### config.mk
export PLATFORM = sky130hd
export DESIGN_NAME = ofs_plat_prim_rw_burst_arbiter
export DESIGN_NICKNAME = d
export VERILOG_FILES = /design/src/rtl/ofs_plat_prim_rw_arb_pkg.sv /design/src/rtl/ofs_plat_prim_burstcount1_fairness.sv /design/src/rtl/ofs_plat_prim_rw_burst_arbiter.sv
export SDC_FILE = /design/constraint.sdc
export NUM_CORES = 1
export LEC_CHECK = 0
export ABC_CLOCK_PERIOD_IN_PS = 3400
export CAP_MARGIN = 15
export CORE_AREA = 2 2 483 485
export CTS_CLUSTER_SIZE = 14
export DETAILED_ROUTE_END_ITERATION = 6
export DIE_AREA = 0 0 485 487
export PLACE_DENSITY = 0.36
export SETUP_SLACK_MARGIN = 0.5
export SKIP_LAST_GASP = 1
export SYNTH_ARGS = -nofsm -noshare
export SYNTH_HDL_FRONTEND = slang
export SYNTH_HIERARCHICAL = 1
export SYNTH_SLANG_ARGS = --single-unit
### constraint.sdc
create_clock -name clk -period 3.4 [get_ports clk]
set_input_delay 0.68 -clock clk [delete_from_list [all_inputs] [get_ports clk]]
set_output_delay 0.68 -clock clk [all_outputs]
set_load 0.005 [all_outputs]
### src/rtl/ofs_plat_prim_rw_arb_pkg.sv
// Types and helpers shared by the read/write burst arbiter and its tests.
package ofs_plat_prim_rw_arb_pkg;

    typedef enum logic {ARB, WR_BURST} t_arb_state;
    typedef enum logic {GRANT_RD, GRANT_WR} t_grant;

    function automatic int max_payload_width(input int rd_w, input int wr_w);
        return (rd_w > wr_w) ? rd_w : wr_w;
    endfunction

endpackage

### src/rtl/ofs_plat_prim_burstcount1_fairness.sv
// Sliding-window burst-volume tracker for two channels; flags the channel that
// has fallen behind by at least FAIRNESS_THRESHOLD beats over HISTORY_DEPTH cycles.
module ofs_plat_prim_burstcount1_fairness #(
    parameter int BURST_CNT_WIDTH = 8,
    parameter int HISTORY_DEPTH = 31,
    parameter int FAIRNESS_THRESHOLD = 3 << BURST_CNT_WIDTH
) (
    input  logic                       clk,
    input  logic                       reset_n,
    input  logic                       ch0_valid,
    input  logic [BURST_CNT_WIDTH-1:0] ch0_burstcount,
    input  logic                       ch1_valid,
    input  logic [BURST_CNT_WIDTH-1:0] ch1_burstcount,
    output logic                       favor_ch0,
    output logic                       favor_ch1
);

    localparam int SUM_W = BURST_CNT_WIDTH + $clog2(HISTORY_DEPTH + 1);
    localparam logic signed [SUM_W:0] THRESHOLD = (SUM_W + 1)'(FAIRNESS_THRESHOLD);

    logic [BURST_CNT_WIDTH-1:0] ch0_hist [HISTORY_DEPTH];
    logic [BURST_CNT_WIDTH-1:0] ch1_hist [HISTORY_DEPTH];
    logic [BURST_CNT_WIDTH-1:0] ch0_in;
    logic [BURST_CNT_WIDTH-1:0] ch1_in;
    logic [SUM_W-1:0]           ch0_sum;
    logic [SUM_W-1:0]           ch1_sum;
    logic signed [SUM_W:0]      ch0_excess;
    logic signed [SUM_W:0]      ch1_excess;

    assign ch0_in = ch0_valid ? ch0_burstcount : '0;
    assign ch1_in = ch1_valid ? ch1_burstcount : '0;

    // Running sums add the newest entry and retire the one leaving the window.
    always_ff @(posedge clk or negedge reset_n) begin
        if (!reset_n) begin
            for (int i = 0; i < HISTORY_DEPTH; i++) begin
                ch0_hist[i] <= '0;
                ch1_hist[i] <= '0;
            end
            ch0_sum <= '0;
            ch1_sum <= '0;
        end else begin
            ch0_hist[0] <= ch0_in;
            ch1_hist[0] <= ch1_in;
            for (int i = 1; i < HISTORY_DEPTH; i++) begin
                ch0_hist[i] <= ch0_hist[i-1];
                ch1_hist[i] <= ch1_hist[i-1];
            end
            ch0_sum <= ch0_sum + SUM_W'(ch0_in) - SUM_W'(ch0_hist[HISTORY_DEPTH-1]);
            ch1_sum <= ch1_sum + SUM_W'(ch1_in) - SUM_W'(ch1_hist[HISTORY_DEPTH-1]);
        end
    end

    assign ch0_excess = $signed({1'b0, ch0_sum}) - $signed({1'b0, ch1_sum});
    assign ch1_excess = $signed({1'b0, ch1_sum}) - $signed({1'b0, ch0_sum});

    assign favor_ch0 = (ch1_excess >= THRESHOLD);
    assign favor_ch1 = (ch0_excess >= THRESHOLD);

endmodule

### src/rtl/ofs_plat_prim_rw_burst_arbiter.sv
// Shares one burst command port between single-beat reads and unsplittable
// write bursts: round-robin, overridden by a burst-volume fairness tracker.
module ofs_plat_prim_rw_burst_arbiter
    import ofs_plat_prim_rw_arb_pkg::*;
#(
    parameter int BURST_CNT_WIDTH = 7,
    parameter int RD_PAYLOAD_WIDTH = 64,
    parameter int WR_PAYLOAD_WIDTH = 576,
    parameter int HISTORY_DEPTH = 31
) (
    input  logic                        clk,
    input  logic                        reset_n,

    input  logic                        rd_valid,
    output logic                        rd_ready,
    input  logic [BURST_CNT_WIDTH-1:0]  rd_burstcount,
    input  logic [RD_PAYLOAD_WIDTH-1:0] rd_payload,

    input  logic                        wr_valid,
    output logic                        wr_ready,
    input  logic [BURST_CNT_WIDTH-1:0]  wr_burstcount,
    input  logic [WR_PAYLOAD_WIDTH-1:0] wr_payload,

    output logic                        out_valid,
    input  logic                        out_ready,
    output logic                        out_is_write,
    output logic                        out_sop,
    output logic [BURST_CNT_WIDTH-1:0]  out_burstcount,
    output logic [max_payload_width(RD_PAYLOAD_WIDTH, WR_PAYLOAD_WIDTH)-1:0] out_payload
);

    localparam int OUT_PAYLOAD_WIDTH = max_payload_width(RD_PAYLOAD_WIDTH, WR_PAYLOAD_WIDTH);
    localparam int BC1_WIDTH = BURST_CNT_WIDTH + 1;

    // One extra bit so that the largest burstcount0 maps to 2^BURST_CNT_WIDTH beats.
    function automatic logic [BC1_WIDTH-1:0] to_burstcount1(input logic [BURST_CNT_WIDTH-1:0] bc0);
        return {1'b0, bc0} + BC1_WIDTH'(1);
    endfunction

    t_arb_state                 state;
    t_arb_state                 state_next;
    t_grant                     last_grant;
    t_grant                     last_grant_next;
    t_grant                     arb_grant;
    logic [BURST_CNT_WIDTH-1:0] beats_left;
    logic [BURST_CNT_WIDTH-1:0] beats_left_next;
    logic [BURST_CNT_WIDTH-1:0] burst_bc;
    logic [BURST_CNT_WIDTH-1:0] burst_bc_next;
    logic                       favor_ch0;
    logic                       favor_ch1;
    logic                       rd_accept;
    logic                       wr_first_accept;
    logic                       ch0_vld_p1;
    logic                       ch1_vld_p1;
    logic [BC1_WIDTH-1:0]       ch0_bc1_p1;
    logic [BC1_WIDTH-1:0]       ch1_bc1_p1;

    always_comb begin
        arb_grant = (last_grant == GRANT_RD) ? GRANT_WR : GRANT_RD;
        if (rd_valid && !wr_valid) begin
            arb_grant = GRANT_RD;
        end else if (wr_valid && !rd_valid) begin
            arb_grant = GRANT_WR;
        end else if (favor_ch0) begin
            arb_grant = GRANT_RD;
        end else if (favor_ch1) begin
            arb_grant = GRANT_WR;
        end
    end

    always_comb begin
        state_next      = state;
        beats_left_next = beats_left;
        last_grant_next = last_grant;
        burst_bc_next   = burst_bc;
        rd_ready        = 1'b0;
        wr_ready        = 1'b0;
        out_valid       = 1'b0;
        out_is_write    = 1'b0;
        out_sop         = 1'b0;
        out_burstcount  = '0;
        out_payload     = '0;
        rd_accept       = 1'b0;
        wr_first_accept = 1'b0;

        // Outputs are forced quiet for as long as reset is held, not just at the edge.
        if (reset_n) begin
            if (state == ARB) begin
                out_sop   = 1'b1;
                out_valid = rd_valid || wr_valid;
                if (arb_grant == GRANT_WR) begin
                    out_is_write    = 1'b1;
                    out_burstcount  = wr_burstcount;
                    out_payload     = OUT_PAYLOAD_WIDTH'(wr_payload);
                    wr_ready        = wr_valid && out_ready;
                    wr_first_accept = wr_valid && out_ready;
                end else begin
                    out_burstcount  = rd_burstcount;
                    out_payload     = OUT_PAYLOAD_WIDTH'(rd_payload);
                    rd_ready        = rd_valid && out_ready;
                    rd_accept       = rd_valid && out_ready;
                end

                if (rd_accept) begin
                    last_grant_next = GRANT_RD;
                end
                if (wr_first_accept) begin
                    last_grant_next = GRANT_WR;
                    burst_bc_next   = wr_burstcount;
                    if (wr_burstcount != '0) begin
                        beats_left_next = wr_burstcount;
                        state_next      = WR_BURST;
                    end
                end
            end else begin
                out_valid      = wr_valid;
                out_is_write   = 1'b1;
                out_burstcount = burst_bc;
                out_payload    = OUT_PAYLOAD_WIDTH'(wr_payload);
                wr_ready       = wr_valid && out_ready;
                if (wr_valid && out_ready && (beats_left != '0)) begin
                    beats_left_next = beats_left - 1'b1;
                    if (beats_left == BURST_CNT_WIDTH'(1)) begin
                        state_next = ARB;
                    end
                end
            end
        end
    end

    always_ff @(posedge clk or negedge reset_n) begin
        if (!reset_n) begin
            state      <= ARB;
            beats_left <= '0;
            last_grant <= GRANT_WR;
            burst_bc   <= '0;
        end else begin
            state      <= state_next;
            beats_left <= beats_left_next;
            last_grant <= last_grant_next;
            burst_bc   <= burst_bc_next;
        end
    end

    // Stage p1: burstcount1 conversion of accepted requests toward the tracker
    always_ff @(posedge clk or negedge reset_n) begin
        if (!reset_n) begin
            ch0_vld_p1 <= 1'b0;
            ch1_vld_p1 <= 1'b0;
        end else begin
            ch0_vld_p1 <= rd_accept;
            ch1_vld_p1 <= wr_first_accept;
        end
    end

    always_ff @(posedge clk) begin
        ch0_bc1_p1 <= to_burstcount1(rd_burstcount);
        ch1_bc1_p1 <= to_burstcount1(wr_burstcount);
    end

    ofs_plat_prim_burstcount1_fairness #(
        .BURST_CNT_WIDTH(BC1_WIDTH),
        .HISTORY_DEPTH(HISTORY_DEPTH),
        .FAIRNESS_THRESHOLD(3 << BC1_WIDTH)
    ) fairness (
        .clk(clk),
        .reset_n(reset_n),
        .ch0_valid(ch0_vld_p1),
        .ch0_burstcount(ch0_bc1_p1),
        .ch1_valid(ch1_vld_p1),
        .ch1_burstcount(ch1_bc1_p1),
        .favor_ch0(favor_ch0),
        .favor_ch1(favor_ch1)
    );

endmodule

==> reports/results.txt, run 1 <==
outcome = finished with violations
failing checks = setup timing
final instance area = 0.0503 mm^2
number of remaining DRC errors = 0
ys async rst share = 0.971
Cell Pwr Density = 685 mW/mm^2
register area share after synthesis = 0.632
number of global-route vias before repair = 23,500
largest net degree at the start of global routing = 117
root buf cell = clkbuf_16
Routed WL = 341 mm
Yosys warnings = 6
hpwl dp = 303 mm
CP arrival = 4.45 ns
RSZ-0062 raised after global routing = true
Cell Area, Synth = 0.0219 mm^2
slowest stage delay, CP = 0.42 ns
slowest stage cell, crit path = dfrtp_1
number of synthesized register bits = 556
clock buffer depth = 3
Hold Fails Final Rpt = 0
total track usage = 0.275
Synth Net Count = 2,604
final period utilization = 1.51
max-cap violations = 0
max-slew violations = 0
ranking of synthesized cells by area = dfrtp_1 62%, and3_1 15%, ha_1 3.3%
LEAKAGE = 0.0234 uW
# rows = 177
CP Class = reg -> out
drt via density = 3.73
fmax = 195 MHz
Die H = 487 um
Core Util, Final = 0.217
Worst EP required = 2.72 ns
Final #Nets = 4,332
most area-hungry cell type in the Yosys netlist = dfrtp_1
drt wl/cell = 49.3 um
Finish-stage setup viols = 592
later-pin clock latency in the skew report = 0.62 ns
Synth top area share = 0.616
crit-path cells = inv_2 > ha_4 > and3_4 > and2_4 > o21ai_2 > o21ai_1 > buf_4 > o31a_1 > a21o_1 > a21oi_2 > a21oi_2 > buf_4 > nor2b_4 > o22a_4 > o21ai_4 > buf_12 > buf_16 > buf_12 > buf_16 > buf_4 > buf_16 > and3_4 > buf_4 > buf_4
Worst-Margin Slew = 0.824 ns
min Tclk post-route = 5.13 ns
IO buf count = 1,246
area grow syn2layout = 130%
Post-synth EDFFs = 0
clk_skew = 0.0191 ns
die width = 485 um
crit path capture type = primary output
Routed Antenna Nets = 0
initial antenna violation count = 485
core box area = 0.231 mm^2
worst vdd ir = 0.356 mV
Initial Utilization = 0.0946
DRT Pass-1 Iters = 5
vias = 25,800
# H-tree levels = 2
CTS tree = built
Yosys cell types = 58
Mapped Cells = 1,872
RePlAce Congestion = 0.964
Final WS setup = -1.73 ns
Ports = 1,247
hold crit path type = in -> async
count leader, synth = dfrtp_1
dpl ws = -1.51 ns
layout cell share with drive strength beyond 1 = 0.489
list of most frequent post-synthesis cells = 539 x dfrtp_1, 521 x and3_1, 180 x nand2_1, 85 x inv_1, 72 x clkbuf_1
placed cell area = 0.0407 mm^2
first-pass GRT wire length = 388 mm
CP max FO = 8
CP Launch Type = flop
1st-iter DRT viols = 2,165
total CTS buffers = 55
gr ovfl total = 0
CP most frequent cell = buf_4
ys flop type = dfrtp_1
Worst-path clk slew = 0.07 ns
die area = 0.236 mm^2
clock sink count = 556
Rel. slew slack = 0.451
post-synthesis area per instance = 11.7 um^2
[flip-flops by register name, summed over array words and instances (netlist names)]
| name | cells |
|---|---|
| beats_left | 7 |
| burst_bc | 7 |
| ch0_bc1_p1 | 8 |
| ch0_vld_p1 | 1 |
| ch1_bc1_p1 | 8 |
| ch1_vld_p1 | 1 |
| fairness/ch0_hist | 248 |
| fairness/ch0_sum | 13 |
| fairness/ch1_hist | 248 |
| fairness/ch1_sum | 13 |
| last_grant | 1 |
| state | 1 |
[cells in the final DEF, fill, tap and decap left out, types with 17 or more instances in the layout]
| master | synthesis | layout |
|---|---|---|
| nand2_1 | 180 | 138 |
| inv_1 | 85 | 78 |
| ha_1 | 57 | 46 |
| dfrtp_1 | 539 | 539 |
| clkbuf_16 | 0 | 95 |
| and3_1 | 521 | 87 |
| buf_2 | 10 | 61 |
| clkdlybuf4s50_1 | 0 | 657 |
| dlymetal6s2s_1 | 0 | 22 |
| buf_8 | 0 | 67 |
| buf_4 | 7 | 306 |
| clkbuf_2 | 48 | 96 |
| nor2_1 | 30 | 29 |
| buf_12 | 0 | 152 |
| xnor2_1 | 22 | 21 |
| o21ai_0 | 34 | 27 |
| buf_6 | 0 | 377 |
| nand2_2 | 0 | 22 |
| nand2_4 | 0 | 17 |
| buf_16 | 0 | 31 |
| a21boi_2 | 0 | 33 |
| diode_2 | 0 | 232 |
| and3_4 | 0 | 434 |
| a21boi_1 | 20 | 29 |
| a21oi_1 | 32 | 27 |
[through the flow]
| stage | hold slack, ns | setup TNS [ns] | cells | power [uW] |
|---|---|---|---|---|
| 2_1_floorplan | 0.331 | -72.22 | 1872 | 12800 |
| 3_3_place_gp | 0.332 | -727.71 | 6304 | 21700 |
| 3_5_place_dp | 0.335 | -663.79 | 6304 | 21600 |
| 4_1_cts | 0.233 | -1016.79 | 6479 | 29700 |
| 5_1_grt | 0.259 | -988.12 | 6838 | 36000 |
| 6_report | 0.243 | -905.72 | 6916 | 34500 |
[worst max-delay path: cells and delay by family (launching register included)]
family,cells,cell delay (ns)
buf+inv,11,1.53
compound gates,8,1.03
simple gates,4,0.62
flops,1,0.42
fa+ha+maj,1,0.20
[report_power, final]
group / leakage [uW] / internal, uW / switching, uW
sequential: 0.00757 / 7130 / 254
combinational: 0.0150 / 11300 / 9620
clock: 0.000866 / 3450 / 2690
[what timing repair did]
item / 4_1_cts / 5_1_grt
endpoints found under the setup margin: 613 / 615
pin swaps: 21 / 167
gates cloned: 19 / 48
endpoints found under the hold margin: 8 / 0
setup buffers: 57 / 157
gates resized for setup: 329 / 1748
hold buffers: 1 / 0
[routing by layer]
layer	wire (um)	global-route usage	up-vias
li1	-	-	10100
met1	115000	0.272	12800
met2	155000	0.461	2000
met3	36800	0.132	846
met4	33500	0.180	64
met5	432	0	-
[logic make-up after synthesis]
kind of cell             after synthesis  synth area share
AND/OR/NAND/NOR                      791             0.202
XOR/XNOR                              35            0.0140
AO/OA/AOI/OAI                        182            0.0575
multiplexers                           9           0.00411
adder cells (fa/ha/maj)               73            0.0472
buffers and inverters                226            0.0433
flip-flops                           556             0.632
[area by class of cell]
type                    count  area [um^2]
repair buffers           1811        20100
flip-flops and latches    556        13800
multi-input cells        1090         9890
clock buffers              78         1600
well taps                3043         3810
diodes                    232          581
fillers                 25000       181000
inverters                  86          323
clock inverters            20          211
[worst paths after layout]
kind                                            start                     to  slack (ns)  cells past startpoint
max in group asynchronous                     reset_n  fairness/ch0_hist[87]        1.43                      4
min in group clk                fairness/ch0_hist[37]  fairness/ch0_hist[29]        0.34                      0
worst min register to register  fairness/ch0_hist[37]  fairness/ch0_hist[29]        0.34                      0
worst max-delay path              fairness/ch0_sum[8]       out_payload[434]       -1.73                     24
worst min-delay path                          reset_n  fairness/ch0_hist[81]        0.24                      2
worst max register to register    fairness/ch0_sum[8]   fairness/ch0_sum[10]       -1.40                     37
(Power assumes the default switching activity.)
==> run 2: changes to the inputs <==
Settings changed: ABC_CLOCK_PERIOD_IN_PS 3400 to 6060, CORE_AREA 2 2 483 485 to 2 2 490 492, DIE_AREA 0 0 485 487 to 0 0 492 494, DONT_BUFFER_PORTS set to 1, PLACE_DENSITY 0.36 to 0.3.
Clock period 3.4 ns to 6.06 ns, I/O delays scaled along.
==> reports/results.txt, run 2 (synthesis results as in run 1) <==
drt via density = 3.47 (-7.0%)
initial antenna violation count = 461 (-4.9%)
CP Launch Type = flop
Worst-Margin Slew = 1.46 ns (+0.637 ns)
IO buf count = 0 (-100%)
max-slew violations = 0 (unchanged)
# H-tree levels = 2 (unchanged)
later-pin clock latency in the skew report = 0.64 ns (+0.02 ns)
Worst-path clk slew = 0.06 ns (about the same)
Rel. slew slack = 0.0260 (-0.425)
most common cell after layout, fill and taps aside = dfrtp_1
crit path capture type = primary output
RePlAce Congestion = 1.03 (+6.8%)
top routing layer in use = met5
die width = 492 um (+1.4%)
setup_tns = 0 ns (+905.72 ns)
DRT Pass-1 Iters = 6 (+1)
# fillers = 26,900 (+7.4%)
largest net degree at the start of global routing = 320 (+170%)
Final #Nets = 2,845 (-34%)
1st-iter DRT viols = 2,347 (+8.4%)
CP max FO = 6 (-2)
CTS tree = built
Worst EP required = 4.85 ns (+2.13 ns)
clock sink count = 556 (unchanged)
min Tclk post-route = 5.54 ns
drt wl/cell = 53.2 um (+8.0%)
registers with the most flip-flops = fairness/ch0_hist: 248 flops, fairness/ch1_hist: 248 flops
core box area = 0.237 mm^2 (+2.6%)
gr ovfl total = 0 (unchanged)
die area = 0.243 mm^2 (+2.9%)
clk_skew = 0.0337 ns (+0.0146 ns)
total CTS buffers = 58 (+5.5%)
Hold Fails Final Rpt = 0 (unchanged)
total track usage = 0.252 (-0.0234)
Cell Pwr Density = 447 mW/mm^2 (-35%)
Ports = 1,247 (unchanged)
Routed WL = 323 mm (-5.3%)
Finish-stage setup viols = 0 (-100%)
number of remaining DRC errors = 0 (unchanged)
wl on met1 = 98.3 mm (-14%)
Register-to-Register Path Depth = 17 (-54%)
dpl ws = 0.113 ns (+1.62 ns)
most frequent cells in the layout = 539 x dfrtp_1, 384 x and3_1, 162 x nand2_1
first-pass GRT wire length = 357 mm (-8.0%)
hpwl dp = 284 mm (-6.2%)
r2r setup slk = 2.04 ns (+3.44 ns)
CP Class = reg -> out
final period utilization = 0.914
max-cap violations = 0 (unchanged)
Initial Utilization = 0.0922 (-0.00238)
layout cell share with drive strength beyond 1 = 0.298 (-0.192)
# hold bufs at CTS = 0 (-1)
hold crit path type = in -> async
Routed Antenna Nets = 5 (+5)
outcome = finished with violations
Met2 Routed Length = 155 mm (-0.16%)
CP arrival = 4.33 ns (-0.12 ns)
R2R Path End = beats_left[5]
worst vdd ir = 0.181 mV (-49%)
fmax = 181 MHz
area grow syn2layout = 55.6%
Final WS setup = 0.521 ns (+2.25 ns)
number of global-route vias before repair = 17,400 (-26%)
vias = 21,100 (-18%)
Die H = 494 um (+1.4%)
RR Startpoint = fairness/ch0_sum[1]
met3 wire len = 42.1 mm (+14%)
failing checks = antenna rules
clock buffer depth = 3 (unchanged)
RSZ-0062 raised after global routing = true
LEAKAGE = 0.0157 uW (-33%)
root buf cell = clkbuf_16
# rows = 179 (+1.1%)
run 2: changes by cell type in the layout (fill, tap and decap cells not counted), moves of 146 or more:
cell,previous run,this run
buf_4,306,160
and3_1,87,384
and3_4,434,95
diode_2,232,738
clkdlybuf4s50_1,657,0
buf_6,377,78
run 2: cell type report:
| cell class | count | area, um^2 | share of cell area |
|---|---|---|---|
| multi-input cells | 1090 | 8050 | 0.236 |
| repair buffers | 321 | 4070 | 0.120 |
| diodes | 738 | 1850 | 0.0542 |
| clock inverters | 27 | 302 | 0.00885 |
| inverters | 86 | 323 | 0.00947 |
| clock buffers | 82 | 1680 | 0.0494 |
| flip-flops and latches | 556 | 13800 | 0.406 |
| well taps | 3167 | 3960 | 0.116 |
run 2: worst max path at each step:
stage / slack, ns / startpoint / end / depth (start not counted)
floorplan: 1.71 / fairness/ch0_sum[8] / out_payload[14] / 17
global placement: 0.16 / fairness/ch0_sum[8] / out_payload[0] / 19
finish: 0.52 / fairness/ch0_sum[1] / out_payload[441] / 19
global route: 0.36 / fairness/ch1_sum[7] / out_payload[115] / 19
detailed placement: 0.11 / fairness/ch0_sum[8] / out_payload[0] / 19
CTS: 0.45 / fairness/ch1_sum[1] / out_payload[14] / 17
run 2: what timing repair did:
item / 4_1_cts / 5_1_grt
setup buffers: 20 / 29
pin swaps: 14 / 53
endpoints found under the setup margin: 575 / 557
gates resized for setup: 186 / 221
cloned: 18 / 21
run 2: per-layer routing:
metal	up-vias	track usage
met2	1963	0.420
met3	827	0.172
met1	10500	0.213
met5	-	0.000978
li1	7676	-
met4	128	0.180
run 2: where the power goes:
part	switching, uW	internal [uW]
registers	166	4000
clock network	1550	2120
logic	4400	2990
run 2: worst max-delay path, cell delays in order, from the launching register on:
cell	delay, ns
dfrtp_1	0.39
inv_2	0.08
ha_4	0.20
nor2b_4	0.12
o2111ai_2	0.17
nand3_2	0.12
a211o_4	0.37
a21oi_4	0.21
and2_4	0.17
o2111ai_2	0.11
o211a_4	0.20
o22a_4	0.22
o21ai_4	0.21
buf_12	0.18
buf_16	0.15
buf_16	0.17
buf_12	0.14
buf_16	0.12
and3_4	0.20
buf_6	0.11
run 2: metrics by stage:
step | util | power, uW | hold WS, ns | cell area (um^2) | cells
after floorplan | - | 7070 | 0.331 | 21900 | 1872
after global placement | 0.115 | 9710 | 0.331 | 27400 | 5130
after detailed placement | 0.115 | 9670 | 0.335 | 27400 | 5130
after CTS | 0.129 | 14500 | 0.228 | 30700 | 5277
after global routing | 0.139 | 15900 | 0.245 | 33000 | 5638
final | 0.144 | 15200 | 0.294 | 34100 | 6067
